[config.mk]
export PLATFORM = sky130hd
export DESIGN_NAME = outport_arbiter02
export DESIGN_NICKNAME = d
export VERILOG_FILES = /design/src/rtl/noc_pkg.sv /design/src/rtl/rr_arb3.sv /design/src/rtl/outport_arbiter02.sv
export SDC_FILE = /design/constraint.sdc
export NUM_CORES = 1
export LEC_CHECK = 0
export BUFFER_PORTS_ARGS = -buffer_cell sky130_fd_sc_hd__buf_4
export CAP_MARGIN = 20
export CORE_MARGIN = 3
export CORE_UTILIZATION = 60
export DETAILED_ROUTE_END_ITERATION = 10
export PLACE_DENSITY = 0.85
export SETUP_SLACK_MARGIN = 0.2
export SLEW_MARGIN = 10
export SYNTH_ARGS = -nofsm -noshare
export SYNTH_HDL_FRONTEND = slang
export SYNTH_SLANG_ARGS = --single-unit
[constraint.sdc]
create_clock -name clk -period 11.83 [get_ports clk]
set_input_delay 2.9575 -clock clk [delete_from_list [all_inputs] [get_ports clk]]
set_output_delay 2.9575 -clock clk [all_outputs]
set_load 0.05 [all_outputs]
[src/rtl/noc_pkg.sv]
`default_nettype none
// ============================================================================
// Package     : noc_pkg
// Description : Shared port indices, one-hot port encodings and round-robin
//               helper functions for the 3-port (L/W/S) router switch stage.
// Revision    : 1.0  initial release
// ============================================================================
package noc_pkg;

  // Bit positions of each input inside a 3-bit request/grant vector
  localparam int IDX_L = 2;
  localparam int IDX_W = 1;
  localparam int IDX_S = 0;

  // One-hot encodings of each input, plus the "no grant" value
  localparam logic [2:0] OH_L = 3'b100;
  localparam logic [2:0] OH_W = 3'b010;
  localparam logic [2:0] OH_S = 3'b001;
  localparam logic [2:0] NONE = 3'b000;

  // Rotate a one-hot vector right by one; 001 wraps to 100
  function automatic logic [2:0] rot_r3(input logic [2:0] v);
    return {v[0], v[2:1]};
  endfunction

  // Pick the first requester starting at ptr and walking right with wrap.
  // ptr=100 -> L,W,S ; ptr=010 -> W,S,L ; ptr=001 -> S,L,W
  function automatic logic [2:0] rr_pick(input logic [2:0] req,
                                         input logic [2:0] ptr);
    logic [2:0] cand;
    logic [2:0] pick;
    pick = NONE;
    cand = ptr;
    for (int i = 0; i < 3; i++) begin
      if ((pick == NONE) && ((req & cand) != NONE)) begin
        pick = cand;
      end
      cand = rot_r3(cand);
    end
    return pick;
  endfunction

endpackage : noc_pkg
`default_nettype wire

[src/rtl/rr_arb3.sv]
`default_nettype none
// ============================================================================
// Module      : rr_arb3
// Description : 3-input one-hot round-robin arbiter for one output port.
//               Keeps a rotating priority pointer, holds a winner while the
//               output cannot accept, and counts stall cycles (saturating).
// Revision    : 1.0  initial release
// ============================================================================
module rr_arb3
  import noc_pkg::*;
#(
  parameter int         STALL_W = 8,
  parameter logic [2:0] PTR_RST = 3'b100
) (
  input  logic               clk,
  input  logic               rst_n,
  input  logic               i_en,
  input  logic               i_accept,
  input  logic [2:0]         i_req,
  output logic [2:0]         o_grant,
  output logic [STALL_W-1:0] o_stall_cnt
);

  localparam logic [STALL_W-1:0] C_STALL_ONE = {{(STALL_W-1){1'b0}}, 1'b1};
  localparam logic [STALL_W-1:0] C_STALL_MAX = {STALL_W{1'b1}};

  logic [2:0]         r_ptr;
  logic [2:0]         r_lock;
  logic [STALL_W-1:0] r_stall;

  logic               w_lock_hit;
  logic [2:0]         w_grant;
  logic               w_accepted;

  // A stored lock only counts while its requester is still asking
  assign w_lock_hit = ((r_lock & i_req) != NONE);

  // Grant selection: locked winner first, otherwise round-robin from ptr
  always_comb begin
    w_grant = NONE;
    if (rst_n && i_en) begin
      if (w_lock_hit) begin
        w_grant = r_lock;
      end else begin
        w_grant = rr_pick(i_req, r_ptr);
      end
    end
  end

  assign w_accepted = (w_grant != NONE) && i_accept;

  // Pointer, lock and stall state; all frozen while arbitration is disabled
  always_ff @(posedge clk) begin
    if (!rst_n) begin
      r_ptr   <= PTR_RST;
      r_lock  <= NONE;
      r_stall <= '0;
    end else if (i_en) begin
      if (w_accepted) begin
        r_ptr   <= rot_r3(w_grant);
        r_lock  <= NONE;
        r_stall <= '0;
      end else begin
        // Unaccepted grant becomes the lock; no grant clears the lock
        r_lock <= w_grant;
        if ((i_req != NONE) && (r_stall != C_STALL_MAX)) begin
          r_stall <= r_stall + C_STALL_ONE;
        end
      end
    end
  end

  assign o_grant     = w_grant;
  assign o_stall_cnt = r_stall;

endmodule : rr_arb3
`default_nettype wire

[src/rtl/outport_arbiter02.sv]
`default_nettype none
// ============================================================================
// Module      : outport_arbiter02
// Description : Per-output round-robin switch arbiter for the L/W/S router
//               switch stage. Outputs are arbitrated in the fixed order
//               W, S, L; an input granted on an earlier output is masked from
//               the later ones in the same cycle.
// Revision    : 1.0  initial release
// ============================================================================
module outport_arbiter02
  import noc_pkg::*;
#(
  parameter int         STALL_W = 8,
  parameter logic [2:0] PTR_RST = 3'b100
) (
  input  logic               clk,
  input  logic               rst_n,
  input  logic               arb_en,
  input  logic [2:0]         req_L,
  input  logic [2:0]         req_W,
  input  logic [2:0]         req_S,
  input  logic               W_full,
  input  logic               S_full,
  output logic [2:0]         L_arb_res,
  output logic [2:0]         W_arb_res,
  output logic [2:0]         S_arb_res,
  output logic [STALL_W-1:0] L_stall_cnt,
  output logic [STALL_W-1:0] W_stall_cnt,
  output logic [STALL_W-1:0] S_stall_cnt
);

  logic [2:0] w_req_s_m;
  logic [2:0] w_req_l_m;
  logic [2:0] w_grant_w;
  logic [2:0] w_grant_s;
  logic [2:0] w_grant_l;

  // Exclusivity chain: S sees requests not already won on W,
  // L sees requests not already won on W or S
  assign w_req_s_m = req_S & ~w_grant_w;
  assign w_req_l_m = req_L & ~(w_grant_w | w_grant_s);

  rr_arb3 #(
    .STALL_W (STALL_W),
    .PTR_RST (PTR_RST)
  ) u_arb_w (
    .clk         (clk),
    .rst_n       (rst_n),
    .i_en        (arb_en),
    .i_accept    (~W_full),
    .i_req       (req_W),
    .o_grant     (w_grant_w),
    .o_stall_cnt (W_stall_cnt)
  );

  rr_arb3 #(
    .STALL_W (STALL_W),
    .PTR_RST (PTR_RST)
  ) u_arb_s (
    .clk         (clk),
    .rst_n       (rst_n),
    .i_en        (arb_en),
    .i_accept    (~S_full),
    .i_req       (w_req_s_m),
    .o_grant     (w_grant_s),
    .o_stall_cnt (S_stall_cnt)
  );

  // The local (L) output never back-pressures
  rr_arb3 #(
    .STALL_W (STALL_W),
    .PTR_RST (PTR_RST)
  ) u_arb_l (
    .clk         (clk),
    .rst_n       (rst_n),
    .i_en        (arb_en),
    .i_accept    (1'b1),
    .i_req       (w_req_l_m),
    .o_grant     (w_grant_l),
    .o_stall_cnt (L_stall_cnt)
  );

  assign W_arb_res = w_grant_w;
  assign S_arb_res = w_grant_s;
  assign L_arb_res = w_grant_l;

endmodule : outport_arbiter02
`default_nettype wire
Word level (Yosys, flattened, before mapping):

Index checks and enable logic that the tools add are counted.

* register bits: 42
* input port bits: 14
* word-level logic and storage cells: 115

* add/subtract/negate cells: 3
* equality and inequality tests: 3
* multiplexer cells: 36
* bitwise gates (word level): 19
* reductions and logical operators: 45

Operators by type and width (number)
* two-way mux 3 bit: 30
* nonzero test 3 bit: 18
* two-way mux 8 bit: 6
* AND 3 bit: 14
* adder 8 x 1 -> 8 bit, second input constant: 3
* inequality test 8 bit, second input constant: 3
* zero test 3 bit: 6
* logical AND 1 bit: 12
* AND reduction 2 bit: 6
* NOT 3 bit: 2
* nonzero test 2 bit: 3
* OR 3 bit: 1
* NOT 1 bit: 2

Logic depth before layout (Yosys ltp):

* depth after elaboration: 53
* depth in mapped cells: 14

By module:

From an unflattened synthesis, not the netlist that was laid out.

* cells, all modules: 315
* area total of the unflattened synthesis: 2627.5 µm²

Modules (own cells, without submodules)
* rr_arb3: times used 3, cells an instance 102, area an instance 853.3 µm²
* outport_arbiter02: times used 1, cells an instance 9, area an instance 67.6 µm²

Worst setup path before layout:

No wires, ideal clock.

* path type: input to output
* start: input req_W[0]
* end: output L_arb_res[0]
* data arrival time: 7029 ps
* data required time: 8873 ps
* path slack: 1843 ps
* stages: 12
* path buffers: 1
* cell sequence: buf_2 a222oi_1 nor2_1 a211o_2 inv_1 o22ai_1 o21ai_1 a31oi_4 o32a_1 and2b_1 nor4b_1 nor3_1

* longest elaborated chain between the ends: 50
* elaborated cells on any way between the ends: 68
* classes of those cells: mux: 27; bitwise: 17; reduce/logical: 24

Ends and longest elaborated chain
* from (decl): RTL line outport_arbiter02.sv:20 `input logic [2:0] req_W,`
* AND 3 bit: RTL line noc_pkg.sv:35 `if ((pick == NONE) && ((req & cand) != NONE)) begin`
* nonzero test 3 bit: RTL line noc_pkg.sv:35
* two-way mux 3 bit: RTL line noc_pkg.sv:35
* two-way mux 3 bit: RTL line rr_arb3.sv:42 `if (w_lock_hit) begin`
* two-way mux 3 bit: RTL line rr_arb3.sv:41 `if (rst_n && i_en) begin`
* zero test 3 bit: RTL line noc_pkg.sv:35
* logical AND 1 bit: RTL line noc_pkg.sv:35
* two-way mux 3 bit: RTL line noc_pkg.sv:35
* (+7 left out)
* named net W_arb_res[2]: RTL line outport_arbiter02.sv:25 `output logic [2:0] W_arb_res,`
* (+17 left out)
* named net S_arb_res[1]: RTL line outport_arbiter02.sv:26 `output logic [2:0] S_arb_res,`
* (+10 left out)
* two-way mux 3 bit: RTL line noc_pkg.sv:35
* two-way mux 3 bit: RTL line rr_arb3.sv:42
* two-way mux 3 bit: RTL line rr_arb3.sv:41
* zero test 3 bit: RTL line noc_pkg.sv:35
* logical AND 1 bit: RTL line noc_pkg.sv:35
* two-way mux 3 bit: RTL line noc_pkg.sv:35
* two-way mux 3 bit (*): RTL line rr_arb3.sv:42
* two-way mux 3 bit (*): RTL line rr_arb3.sv:41
* to (decl): RTL line outport_arbiter02.sv:24 `output logic [2:0] L_arb_res,`

The timed path passes the listed nets; every way through them passes the cells marked *. The select of a mux whose other input is x is not followed.

Final worst setup path:

* start: input req_W[0]
* end: output L_arb_res[2]

* longest elaborated chain between the ends: 50
* elaborated cells on any way between the ends: 68
* classes of those cells: mux: 27; bitwise: 17; reduce/logical: 24

Ends and longest elaborated chain (RTL line)
* AND 3 bit: noc_pkg.sv:35
* nonzero test 3 bit: noc_pkg.sv:35
* two-way mux 3 bit: noc_pkg.sv:35
* two-way mux 3 bit: rr_arb3.sv:42
* two-way mux 3 bit: rr_arb3.sv:41
* zero test 3 bit: noc_pkg.sv:35
* logical AND 1 bit: noc_pkg.sv:35
* two-way mux 3 bit: noc_pkg.sv:35
* (+34 left out)
* two-way mux 3 bit: noc_pkg.sv:35
* two-way mux 3 bit: rr_arb3.sv:42
* two-way mux 3 bit: rr_arb3.sv:41
* zero test 3 bit: noc_pkg.sv:35
* logical AND 1 bit: noc_pkg.sv:35
* two-way mux 3 bit: noc_pkg.sv:35
* two-way mux 3 bit (*): rr_arb3.sv:42
* two-way mux 3 bit (*): rr_arb3.sv:41

Every way passes the cells marked *; elsewhere a longest branch is shown, timed or not. The select of a mux whose other input is x is not followed.

==> tab_implementation.tex <==
\begin{tabular}{lr}
\hline
Metric & Value \\
\hline
\multicolumn{2}{l}{\textbf{Outcome}} \\
Outcome & complete, no violations \\
\multicolumn{2}{l}{\textbf{Setup path}} \\
Class of the most critical setup path & input pin to output pin \\
CP Cell Sequence & buf\_4 -> a222oi\_1 -> o311a\_1 -> a211o\_2 -> and2\_1 -> a32oi\_1 -> o311ai\_1 -> nor2\_1 -> a32o\_1 -> a222oi\_1 -> nand2b\_1 -> inv\_1 -> buf\_4 \\
Arrival time of the worst setup path & 6.67 ns \\
Delay contributed by the slowest stage of the critical path & 0.76 ns \\
Largest fanout of any net on the critical path & 10 \\
Highest-delay cell along the critical path & sky130\_fd\_sc\_hd\_\_a222oi\_1 \\
RR Endpoint & u\_arb\_l.o\_stall\_cnt[2]\$\_SDFFE\_PN0P\_ \\
Worst reg2reg startpoint & u\_arb\_w.r\_lock[0]\$\_SDFFE\_PN0P\_ \\
Critical path capture point & L\_arb\_res[2] \\
Nature of the critical path startpoint & input pin \\
Data required time at the worst endpoint & 8.87 ns \\
Worst setup path startpoint & req\_W[0] \\
R2R setup slack & 7.80 ns \\
Endpoint class of the critical path & output pin \\
R2R cell count & 11 \\
\multicolumn{2}{l}{\textbf{Finish}} \\
Layout overhead on the synthesized area & 18.0\% \\
Final \#Nets & 375 \\
Most frequent standard cell in the layout excluding fill and tap cells & sky130\_fd\_sc\_hd\_\_buf\_4 \\
Most frequent cells in the layout & sky130\_fd\_sc\_hd\_\_buf\_4, sky130\_fd\_sc\_hd\_\_dfxtp\_1, sky130\_fd\_sc\_hd\_\_nor2\_1, sky130\_fd\_sc\_hd\_\_nand2\_1, sky130\_fd\_sc\_hd\_\_inv\_1 \\
Final design area excluding fillers & 3050 um\^{}2 \\
Ratio of cells with drive above 1 in the final layout & 20.3\% \\
Antenna Cells & 0 \\
Count of fill cells added during filler insertion & 311 \\
Multi-input gate area & 1640 um\^{}2 \\
Storage cell area & 841 um\^{}2 \\
Final Core Density & 74.6\% \\
\multicolumn{2}{l}{\textbf{Logic synthesis}} \\
Post-synth top flop & sky130\_fd\_sc\_hd\_\_dfxtp\_1 \\
Number of register bits inferred by synthesis & 42 \\
Compound-gate portion of the synthesized area & 25.9\% \\
Simple-gate portion of the synthesized area & 27.8\% \\
Adder-cell share of the synthesized area & 1.45\% \\
Avg Synthesized Cell Area & 8.23 um\^{}2 \\
Area contributors post-synth & sky130\_fd\_sc\_hd\_\_dfxtp\_1, sky130\_fd\_sc\_hd\_\_nor2\_1, sky130\_fd\_sc\_hd\_\_nand2\_1 \\
Area share of the leading cell type in the synthesized netlist & 32.5\% \\
XOR/XNOR Fraction of Synth Area & 6.44\% \\
Synth area leader & sky130\_fd\_sc\_hd\_\_dfxtp\_1 \\
Combinational family with the most area after synthesis & simple AND/OR/NAND/NOR gates \\
Number of flops mapped to enable cells by yosys & 0 \\
Proportion of register bits with asynchronous set or reset after synthesis & 0\% \\
Portion of the post-synthesis area used by sequential elements & 32.5\% \\
Count of different cell masters after synthesis & 71 \\
Post-Syn Area & 2580 um\^{}2 \\
Syn Inst Count & 314 \\
Mux cell area share after synthesis & 1.94\% \\
Total nets after synthesis & 331 \\
Ys Warns & 0 \\
\multicolumn{2}{l}{\textbf{Clock tree}} \\
Count of hold-fix buffers inserted at cts & 0 \\
Number of H-tree levels & 2 \\
Number of clock sinks & 42 \\
CTS tree & yes \\
Number of cells upsized or downsized after cts & 0 \\
Clock slew at reported path FFs & 0.08 ns \\
Post-CTS setup-driven buffer insertion count & 0 \\
CTS Buf Count & 5 \\
Clock insertion delay at the later pin of the skew report & 0.29 ns \\
Number of buffers between clock root and the deepest sink & 2 \\
Clock root buffer master & sky130\_fd\_sc\_hd\_\_clkbuf\_8 \\
\multicolumn{2}{l}{\textbf{STA}} \\
Max Clock Freq & 104 MHz \\
Total negative slack & 0 ns \\
Number of max-slew violations in the final report & 0 \\
Worst Tran Pin Value & 0.834 ns \\
Period utilization & 81.4\% \\
Final setup violation count & 0 \\
Final critical-path required period & 9.62 ns \\
Number of hold violations in the final report & 0 \\
Worst-case clock skew & 0.00195 ns \\
Unrepaired setup endpoints after global routing & no \\
Worst hold margin & 0.466 ns \\
Slew headroom & 44.4\% \\
\multicolumn{2}{l}{\textbf{Global route}} \\
Number of global-route vias before repair & 2332 \\
Wire length of the first global-routing pass & 11.1 mm \\
Met3 GRT Util & 4.49\% \\
Met2 GRT Util & 40.7\% \\
Most Crowded Layer GR & met2 \\
GR Util met1 & 37.7\% \\
Global-route total usage across every layer & 26.5\% \\
Antenna violations before repair & 0 \\
Congestion Overflow GR & 0 \\
Maximum number of pins on one net before global-route repair & 20 \\
\multicolumn{2}{l}{\textbf{Placed design}} \\
Last weighted congestion value of the routability-driven placer & 0.907 \\
Placed instance area & 2960 um\^{}2 \\
HPWL reported at the end of detailed placement & 4.62 mm \\
Number of port buffers & 46 \\
\multicolumn{2}{l}{\textbf{Drt}} \\
Final wirelength & 6.48 mm \\
Via count normalized by instance count & 6.26 \\
Number of DRC violations after detailed-routing iteration 0 & 310 \\
Remaining number of nets flagged by the antenna check after routing & 0 \\
Wire length per cell & 15.8 um \\
First-pass detailed-route iteration total & 6 \\
DRC violation count after routing & 0 \\
Via count & 2560 \\
\multicolumn{2}{l}{\textbf{Power and ir drop}} \\
Switching share of power & 31.9\% \\
Net switching power of the design & 0.104 mW \\
PnR Total Power & 0.326 mW \\
Relative contribution of combinational cells to total power & 23.7\% \\
Power Density & 107 nW/um\^{}2 \\
Leakage dissipation & 1.27 nW \\
Power share of the clock group & 29.2\% \\
Share of total power in sequential cells & 47.1\% \\
Worst vdd ir & 0.0915 mV \\
Internal power & 0.222 mW \\
\multicolumn{2}{l}{\textbf{Job}} \\
Number of violations of the max-capacitance limit & 0 \\
\multicolumn{2}{l}{\textbf{Floorplan}} \\
Die boundary height & 71.6 um \\
Starting density of the core & 63.3\% \\
Area of the core & 4090 um\^{}2 \\
Top Ports & 47 \\
Placement row count & 23 \\
Die Span X & 71.6 um \\
Full die area & 5130 um\^{}2 \\
\multicolumn{2}{l}{\textbf{Worst hold path}} \\
Path category of the worst min-delay check & register to register \\
\hline
\end{tabular}
[cell usage after synthesis, drive strengths merged (7+ instances only)]
cell	number
o21ai	12
nor2	34
nand3	8
xnor2	11
dfxtp	42
nand2	33
a21oi	8
nor2b	8
inv	18
nor3b	9
nand4	8
xor2	8
clkbuf	7
and2	13
[worst min-delay path by stage]
| stage | startpoint | end | slack, ns | cells past startpoint |
|---|---|---|---|---|
| 6_report | u_arb_l.r_lock[1]$_SDFFE_PN0P_ | u_arb_l.r_lock[1]$_SDFFE_PN0P_ | 0.47 | 1 |
| 5_1_grt | u_arb_l.r_lock[1]$_SDFFE_PN0P_ | u_arb_l.r_lock[1]$_SDFFE_PN0P_ | 0.51 | 1 |
| 4_1_cts | u_arb_l.r_lock[1]$_SDFFE_PN0P_ | u_arb_l.r_lock[1]$_SDFFE_PN0P_ | 0.47 | 1 |
| 3_5_place_dp | u_arb_l.r_lock[1]$_SDFFE_PN0P_ | u_arb_l.r_lock[1]$_SDFFE_PN0P_ | 0.45 | 1 |
| 3_3_place_gp | u_arb_l.r_lock[1]$_SDFFE_PN0P_ | u_arb_l.r_lock[1]$_SDFFE_PN0P_ | 0.44 | 1 |
| 2_1_floorplan | u_arb_l.r_lock[1]$_SDFFE_PN0P_ | u_arb_l.r_lock[1]$_SDFFE_PN0P_ | 0.43 | 1 |
[critical path, delay by kind of cell]
| family | cells | cell delay, ns |
|---|---|---|
| compound gates | 7 | 2.76 |
| buf+inv | 3 | 0.37 |
| simple gates | 3 | 0.55 |
[state kept, by name (all words and copies together), names as in the netlist]
| signal | count |
|---|---|
| u_arb_l.o_stall_cnt | 8 |
| u_arb_w.r_ptr | 3 |
| u_arb_w.o_stall_cnt | 8 |
| u_arb_s.r_ptr | 3 |
| u_arb_s.r_lock | 3 |
| u_arb_w.r_lock | 3 |
| u_arb_l.r_ptr | 3 |
| u_arb_l.r_lock | 3 |
| u_arb_s.o_stall_cnt | 8 |
[metal layers]
metal / vias to the layer above / part of all wire, %
li1: 1239 / -
met1: 1196 / 46
met2: 109 / 46
met3: 16 / 6.1
met4: 0 / 2.0
met5: - / 0
[power by group through the flow]
stage,clock [mW],sequential (mW),combinational (mW)
after floorplan,0,0.162,0.0493
after global placement,0,0.157,0.0748
after detailed placement,0,0.157,0.0758
after CTS,0.0968,0.153,0.0763
after global routing,0.103,0.154,0.0838
final,0.0954,0.154,0.0773
[area by class of cell]
class	instances	area share [%]
Multi-Input combinational cell	245	53.8
Sequential cell	42	27.6
Clock buffer	7	2.83
Clock inverter	1	0.164
Inverter	18	2.22
Timing Repair Buffer	46	11.3
Tap cell	50	2.05
[metrics by stage]
step                      setup WS, ns  instances
final                             2.21        409
after CTS                         2.30        409
after global placement            2.41        401
after floorplan                   1.84        314
after detailed placement          2.35        401
after global routing              1.89        409
[cells by family (layout without fill, tap and decap cells)]
kind of cell / count (synthesis) / in the layout
XOR/XNOR: 19 / 19
multiplexers: 5 / 5
flip-flops: 42 / 42
buffers and inverters: 27 / 72
AND/OR/NAND/NOR: 137 / 137
adder cells (fa/ha/maj): 3 / 3
AO/OA/AOI/OAI: 81 / 81
(Power assumes the default switching activity.)
